--- src/rtl/exe_issuer.sv ---
// Issue/writeback controller with local register file and host port.
// Optional WAIT timeout enabled by defining EXE_ISSUER_TIMEOUT_EN.
module exe_issuer #(
  parameter int WIDTH   = 8,
  parameter int SIZE    = 64,
  parameter int TIMEOUT = 255,
  localparam int AW     = $clog2(SIZE)
) (
  input  logic             clk,
  input  logic             rst,
  input  logic             in_valid,
  output logic             in_ready,
  input  logic [1:0]       in_opcode,
  input  logic [AW-1:0]    in_dst,
  input  logic [AW-1:0]    in_src1,
  input  logic [AW-1:0]    in_src2,
  output logic             ex_enable,
  output logic [1:0]       ex_opcode,
  output logic [AW-1:0]    ex_dst_addr,
  output logic [WIDTH-1:0] ex_src1,
  output logic [WIDTH-1:0] ex_src2,
  input  logic             ex_ready,
  input  logic [WIDTH-1:0] ex_result,
  input  logic [AW-1:0]    ex_dst_out,
  input  logic             host_we,
  input  logic [AW-1:0]    host_addr,
  input  logic [WIDTH-1:0] host_wdata,
  output logic [WIDTH-1:0] host_rdata,
  output logic             busy,
  output logic [15:0]      retired,
  output logic             err
);

  typedef enum logic [2:0] {
    IDLE, ISSUE, WAIT, WB, RETIRE
  } state_t;

  state_t state_q, state_d;

  logic [WIDTH-1:0] rf_q [SIZE];
  logic [1:0]       opc_q, opc_d;
  logic [AW-1:0]    dst_q, dst_d;
  logic [WIDTH-1:0] s1_q, s1_d;
  logic [WIDTH-1:0] s2_q, s2_d;
  logic [15:0]      ret_q, ret_d;
  logic             wb_en;

`ifdef EXE_ISSUER_TIMEOUT_EN
  localparam int CW0 = $clog2(TIMEOUT + 1);
  localparam int CW  = (CW0 > 8) ? CW0 : 8;

  logic [CW-1:0] cnt_q, cnt_d;
  logic          err_q, err_d;
`endif

  always_comb begin
    state_d = state_q;
    opc_d   = opc_q;
    dst_d   = dst_q;
    s1_d    = s1_q;
    s2_d    = s2_q;
    ret_d   = ret_q;
    wb_en   = 1'b0;
`ifdef EXE_ISSUER_TIMEOUT_EN
    cnt_d   = cnt_q;
    err_d   = err_q;
`endif
    unique case (state_q)
      IDLE: begin
        if (in_valid) begin
          opc_d   = in_opcode;
          dst_d   = in_dst;
          s1_d    = rf_q[in_src1];
          s2_d    = rf_q[in_src2];
          state_d = (in_opcode == 2'b00) ? RETIRE : ISSUE;
        end
      end
      ISSUE: begin
        // ex_ready may be left over from the previous op; ignore it here
        state_d = WAIT;
`ifdef EXE_ISSUER_TIMEOUT_EN
        cnt_d   = '0;
`endif
      end
      WAIT: begin
        if (ex_ready) begin
          wb_en   = 1'b1;
          state_d = WB;
        end
`ifdef EXE_ISSUER_TIMEOUT_EN
        else if (cnt_q == CW'(TIMEOUT - 1)) begin
          err_d   = 1'b1;
          state_d = WB;
        end else begin
          cnt_d   = cnt_q + 1'b1;
        end
`endif
      end
      WB: begin
        state_d = RETIRE;
      end
      RETIRE: begin
        ret_d   = ret_q + 16'd1;
        state_d = IDLE;
      end
      default: begin
        state_d = IDLE;
      end
    endcase
  end

  always_ff @(posedge clk or posedge rst) begin
    if (rst) begin
      state_q <= IDLE;
      opc_q   <= '0;
      dst_q   <= '0;
      s1_q    <= '0;
      s2_q    <= '0;
      ret_q   <= '0;
    end else begin
      state_q <= state_d;
      opc_q   <= opc_d;
      dst_q   <= dst_d;
      s1_q    <= s1_d;
      s2_q    <= s2_d;
      ret_q   <= ret_d;
    end
  end

  // Writeback is applied last so it overrides a same-address host write
  always_ff @(posedge clk or posedge rst) begin
    if (rst) begin
      for (int i = 0; i < SIZE; i++) begin
        rf_q[i] <= '0;
      end
    end else begin
      if (host_we) begin
        rf_q[host_addr] <= host_wdata;
      end
      if (wb_en) begin
        rf_q[ex_dst_out] <= ex_result;
      end
    end
  end

`ifdef EXE_ISSUER_TIMEOUT_EN
  always_ff @(posedge clk or posedge rst) begin
    if (rst) begin
      cnt_q <= '0;
      err_q <= 1'b0;
    end else begin
      cnt_q <= cnt_d;
      err_q <= err_d;
    end
  end

  assign err = err_q;
`else
  assign err = 1'b0;
`endif

  assign in_ready    = (state_q == IDLE);
  assign busy        = (state_q != IDLE);
  assign ex_enable   = (state_q == ISSUE) || (state_q == WAIT);
  assign ex_opcode   = opc_q;
  assign ex_dst_addr = dst_q;
  assign ex_src1     = s1_q;
  assign ex_src2     = s2_q;
  assign host_rdata  = rf_q[host_addr];
  assign retired     = ret_q;

endmodule

--- config.mk ---
export PLATFORM = sky130hd
export DESIGN_NAME = exe_issuer
export DESIGN_NICKNAME = d
export VERILOG_FILES = /design/src/rtl/exe_issuer.sv
export SDC_FILE = /design/constraint.sdc
export NUM_CORES = 2
export LEC_CHECK = 0
export CORE_MARGIN = 5
export CORE_UTILIZATION = 50
export CTS_BUF_LIST = sky130_fd_sc_hd__clkbuf_4 sky130_fd_sc_hd__clkbuf_8
export DETAILED_ROUTE_END_ITERATION = 12
export PLACE_DENSITY = 0.67
export SYNTH_ARGS = -nofsm -noshare
export SYNTH_HDL_FRONTEND = slang
export SYNTH_SLANG_ARGS = --single-unit
--- constraint.sdc ---
create_clock -name clk -period 30.6 [get_ports clk]
set_input_delay 4.59 -clock clk [delete_from_list [all_inputs] [get_ports clk]]
set_output_delay 4.59 -clock clk [all_outputs]
set_load 0.05 [all_outputs]
Word level (Yosys, flattened, before mapping)
Cells that the tools add are included.
W data, S select, Z words.

operators by class
  add/sub/neg operators = 1
  multiply operators = 0
  divide/modulo/power cells = 0
  order comparisons = 6
  eq/ne operators = 6
  shift operators = 0
  mux-type cells = 23
  bitwise operators = 4
  reductions and logical operators = 8

operators with widths
  kind                     number
  $bwmux W512              2
  $mux W512                2
  $bmux W8 S6              3
  $demux W8 S6             2
  $mux W8                  8
  $ge A7 B7 Y1 const B     4
  $not A6 Y7               4
  $add A16 B1 Y16 const B  1
  $lt A7 B1 Y1 const B     2
  $pmux W3 S4              1
  $mux W3                  3
  $eq A3 B2 Y1 const B     2
  $ne A2 B2 Y1 const B     2
  $reduce_and A2 Y1        2
  $eq A3 B1 Y1 const B     1
  $eq A3 B3 Y1 const B     1
  $logic_not A3 Y1         1
  $reduce_bool A3 Y1       1
  $logic_and A1 B1 Y1      2
  $logic_not A2 Y1         1
  $mux W1                  2
  $logic_or A1 B1 Y1       1

word-level totals
  flip-flop bits (word level) = 555
  latch bits = 0
  memory bits (writable) = 0
  ROM bits = 0
  input port bits = 53
  output and inout bits = 52
  logic and storage cells = 118
  memories = 0

Depth between registers and ports, before layout
  depth in word-level cells = 9
  gate-level depth with buffers = 10
  depth with buffers taken out = 6

Worst setup path before layout
No wires, ideal clock.

  path kind = input-to-output
  start point = input port host_addr[0]
  end point = output port host_rdata[4]
  data arrival time = 6.583 ns
  data required time = 26.010 ns
  setup slack = 19.427 ns
  stages = 8
  buffers on the path = 3
  cells stage by stage = buf_2 -> buf_4 -> nor2_1 -> buf_2 -> a22oi_1 -> nor2_1 -> a221oi_1 -> o211ai_1

between the ends
  word-level cells in the longest chain between the ends = 4

ends and longest elaborated chain
  item                                         RTL line  RTL
  start: declaration                           26        input logic [AW-1:0] host_addr,
  $not A6 Y7 (implied by the code)             169       assign host_rdata = rf_q[host_addr];
  $bmux W8 S6                                  169
  $mux W8 (implied by the code) (2 in series)  169
  end: declaration                             28        output logic [WIDTH-1:0] host_rdata,

Every way passes these cells. The select of a mux whose other input is x is not followed.

Final worst setup path
  start point = input port host_addr[0]
  end point = output port host_rdata[7]

Same word-level chain as after synthesis.

==> impl_summary.md <==
Floorplan
In this run the core area contains 102 standard-cell rows. Measured along the y axis, the die boundary spans 289 um. The number of ports placed on the die boundary is 105. The starting utilization of the core area is 50.4%.

The die area is 83600 um2. From left edge to right edge, the die measures 289 um. After floorplanning, the core was sized to cover 77300 um2.

Drt
The number of routed nets with antenna violations is 0. The number of DRC markers in iteration 0 is 5606. The routed via count is 34.4k. The via count normalized by instance count is 7.09. The first-pass detailed-route iteration total is 10.

The average detailed-routed wire length per instance is 33.8 um. The aggregate routed wire length is 164000 um. For this run, design rule violations remaining after detail routing come to 0.

Setup path
The setup slack of the most critical reg-to-reg path is 27440 ps. The worst setup path is of the input pin to primary output kind. The required time of the worst setup path is 26010 ps. The worst setup path is launched from an input pin.

The highest net fanout along the worst path is 46. The endpoint type of the worst setup path is a primary output. The data arrival time of the worst path is 8860 ps.

The largest stage delay on the critical path is 870 ps. The signal on the critical path passes through buf_4, inv_2, buf_4, nor2_2, a221oi_1, o22ai_1, a222oi_1, nand3_1, clkdlybuf4s50_1. By instance count, the cell type seen most on the critical path is sky130_fd_sc_hd__buf_4. The highest-delay cell along the critical path is sky130_fd_sc_hd__nor2_2.

Pwr
The overall power is 2.99 mW. The power per cell area is 71.2 nW/um2. The highest ir drop seen on vdd is 0.0000647 V. For this design the static power due to leakage is 18.6 nW.

Clock network
The number of gates given a new drive strength after cts is 0. TritonCTS built the clock tree. Once the clock tree was built, the setup fixing pass inserted 0 buffers. Buffers inserted during clock tree synthesis total 99. The clock transition at the registers of the reported paths is 50 ps. The root cell of the clock tree is sky130_fd_sc_hd__clkbuf_8. The CTS sink count is 555.

CTS built an H-tree with a depth of 3. The maximum number of buffers from clock root to sink is 3. The worst-skew pair later-pin latency is 740 ps. For this design, the CTS-stage hold fixing added 0 buffers.

Placement
The post-detailed-placement half-perimeter wirelength is 109000 um. The count of buffers inserted at the top-level ports is 103. At the end of routability-driven placement, the weighted congestion stood at 1.05. The setup slack at placement is 17370 ps.

Final layout
The post-route netlist has 16.0% of its cells at a drive strength greater than 1. The filler cell count in the final layout is 6908. The final core utilization is 54.3%. In the final design database the tool counted 3778 nets. The post-synthesis to final-layout area growth is 7.79%.

Global route
The maximum number of pins on one net before global-route repair is 159. The global routing usage summed across all routing layers is 38.5%. The via count of the first global-routing pass was 31.9k.

The number of antenna violations at the first check in global routing is 6. For this run the aggregate overflow at the end of global routing stands at 0. The first global-routing pass estimated 235000 um of wire.

Flow run
The max capacitance violation total is 0.

STA
For the pin with the worst max-slew slack, the measured transition is 1310 ps. The least setup slack across all paths after layout is 17150 ps. The final critical delay including setup and external delays is 13450 ps. Between clock sinks in the finished design, the worst skew comes to 43.5 ps. Timing would allow up to 0.0744 GHz.

Setup violations remaining at the end of the flow were counted as 0. The setup total negative slack is 0 ps. The headroom to the max-slew limit is 12.4%. Hold timing on the final database bottoms out at a slack of 475 ps.

The number of max-slew violations in the final report is 0. The share of the cycle needed by the critical path after routing is 43.9%. The count of endpoints failing hold in the final timing report was 0. Setup repair after global routing left no endpoint under its margin.

Logic synthesis
The number of nets in the synthesized netlist is 3888. The synthesized netlist contains 64 unique library cells. The share of the Yosys chip area taken by registers is 35.6%. The average cell area after synthesis is 10.2 um2.

The number of enable-type register cells in the synthesized netlist is 0. The area of the mapped netlist is 39000 um2. The number of synthesis warnings is 0. In this run, synthesis produced a sequential element count of 555. The synthesized instance count is 3834. The prevailing post-synth register cell is sky130_fd_sc_hd__dfrtp_1. Of all flip-flops after synthesis, the portion carrying an async set or reset was 100%.

Run status
The flow ran to the end, and the final reports show no timing, DRC or antenna violations.

Worst hold path
The min-delay analysis places its worst path in the category flip-flop to flip-flop.
cell usage after synthesis, drive strengths merged, types with 16 or more instances:
| library cell | instances | area (um2) |
|---|---|---|
| a221oi | 67 | 587 |
| clkbuf | 175 | 657 |
| a22oi | 185 | 1390 |
| o22ai | 30 | 188 |
| buf | 199 | 1220 |
| a21oi | 272 | 1360 |
| nand3 | 81 | 465 |
| dfrtp | 555 | 13900 |
| mux2 | 52 | 586 |
| nand2 | 380 | 1510 |
| mux2i | 861 | 8620 |
| a41oi | 16 | 140 |
| mux4 | 194 | 4370 |
| nor2 | 351 | 1530 |
| o21ai | 282 | 1410 |
layout make-up:
class,instances,area (um2),area share [%]
Clock inverter,21,173,0.411
Tap cell,1040,1300,3.10
Antenna cell,2,5.00,0.0119
Clock buffer,158,1970,4.70
Timing Repair Buffer,163,1420,3.38
Multi-Input combinational cell,2898,23200,55.3
Inverter,7,33.8,0.0804
Sequential cell,555,13900,33.1
state kept, by name (all words and copies together), names as in the netlist:
signal       flops
ex_dst_addr      6
ex_opcode        2
rf_q           512
ex_src1          8
retired         16
state_q          3
ex_src2          8
report_power, final:
group / internal (mW) / leakage, nW / switching, mW / total [mW]
combinational: 0.428 / 10.1 / 0.499 / 0.927
sequential: 0.945 / 7.26 / 0.355 / 1.30
clock: 0.425 / 1.15 / 0.336 / 0.762
metal layers:
layer / track usage (%) / vias up / wire length (um)
met1: 51.2 / 16900 / 61700
li1: - / 14100 / -
met2: 56.0 / 2660 / 69500
met5: 0 / - / 12
met4: 24.0 / 2 / 13300
met3: 10.5 / 680 / 19400
critical path, delay by kind of cell:
kind	cells	cell delay, ps
simple gates	2	1080
buf+inv	4	2270
compound gates	3	850
through the flow:
stage | instance area [um2] | cells
global placement | 39800 | 4663
detailed placement | 39800 | 4663
global route | 42000 | 4844
floorplan | 39000 | 3834
CTS | 42000 | 4842
finish | 42000 | 4844
worst paths after layout:
path / startpoint / end / cells after the start
max: host_addr[0] / host_rdata[7] / 9
min: retired[15]$_DFFE_PP0N_ / retired[15]$_DFFE_PP0N_ / 1
max reg2reg: state_q[1]$_DFFE_PP0P_ / rf_q[326]$_DFF_PP0_ / 5
min reg2reg: retired[15]$_DFFE_PP0N_ / retired[15]$_DFFE_PP0N_ / 1
max in group asynchronous: rst / rf_q[205]$_DFF_PP0_ / 4
min in group asynchronous: rst / rf_q[319]$_DFF_PP0_ / 2
cell usage in the layout, fill, tap and decap left out, types with 32 or more instances in the layout:
cell type                         synthesis  layout
sky130_fd_sc_hd__clkbuf_8                 0     126
sky130_fd_sc_hd__buf_4                   34      62
sky130_fd_sc_hd__mux2i_1                861     861
sky130_fd_sc_hd__nand2_2                 32      32
sky130_fd_sc_hd__a22oi_1                185     185
sky130_fd_sc_hd__o21ai_0                193     193
sky130_fd_sc_hd__clkdlybuf4s50_1          0      78
sky130_fd_sc_hd__nor2_1                 318     314
sky130_fd_sc_hd__mux2_2                  52      52
sky130_fd_sc_hd__mux4_2                 194     194
sky130_fd_sc_hd__o21ai_1                 89      89
sky130_fd_sc_hd__clkbuf_4                 0      32
sky130_fd_sc_hd__dfrtp_1                555     555
sky130_fd_sc_hd__nand3_1                 75      75
sky130_fd_sc_hd__a221oi_1                67      67
sky130_fd_sc_hd__nand2_1                348     348
sky130_fd_sc_hd__a21oi_1                272     272
cell families after synthesis:
| family | Yosys count | synth area share [%] |
|---|---|---|
| muxes | 1107 | 34.8 |
| AOI/OAI and AO/OA | 891 | 13.8 |
| and+or+nand+nor | 882 | 10.4 |
| DFF | 555 | 35.6 |
| buffers and inverters | 381 | 4.89 |
| xor gates and xnor gates | 16 | 0.360 |
| adders and majority gates | 1 | 0.0321 |
| other | 1 | 0.00962 |
Note: power is estimated with default switching activity, not from simulation.
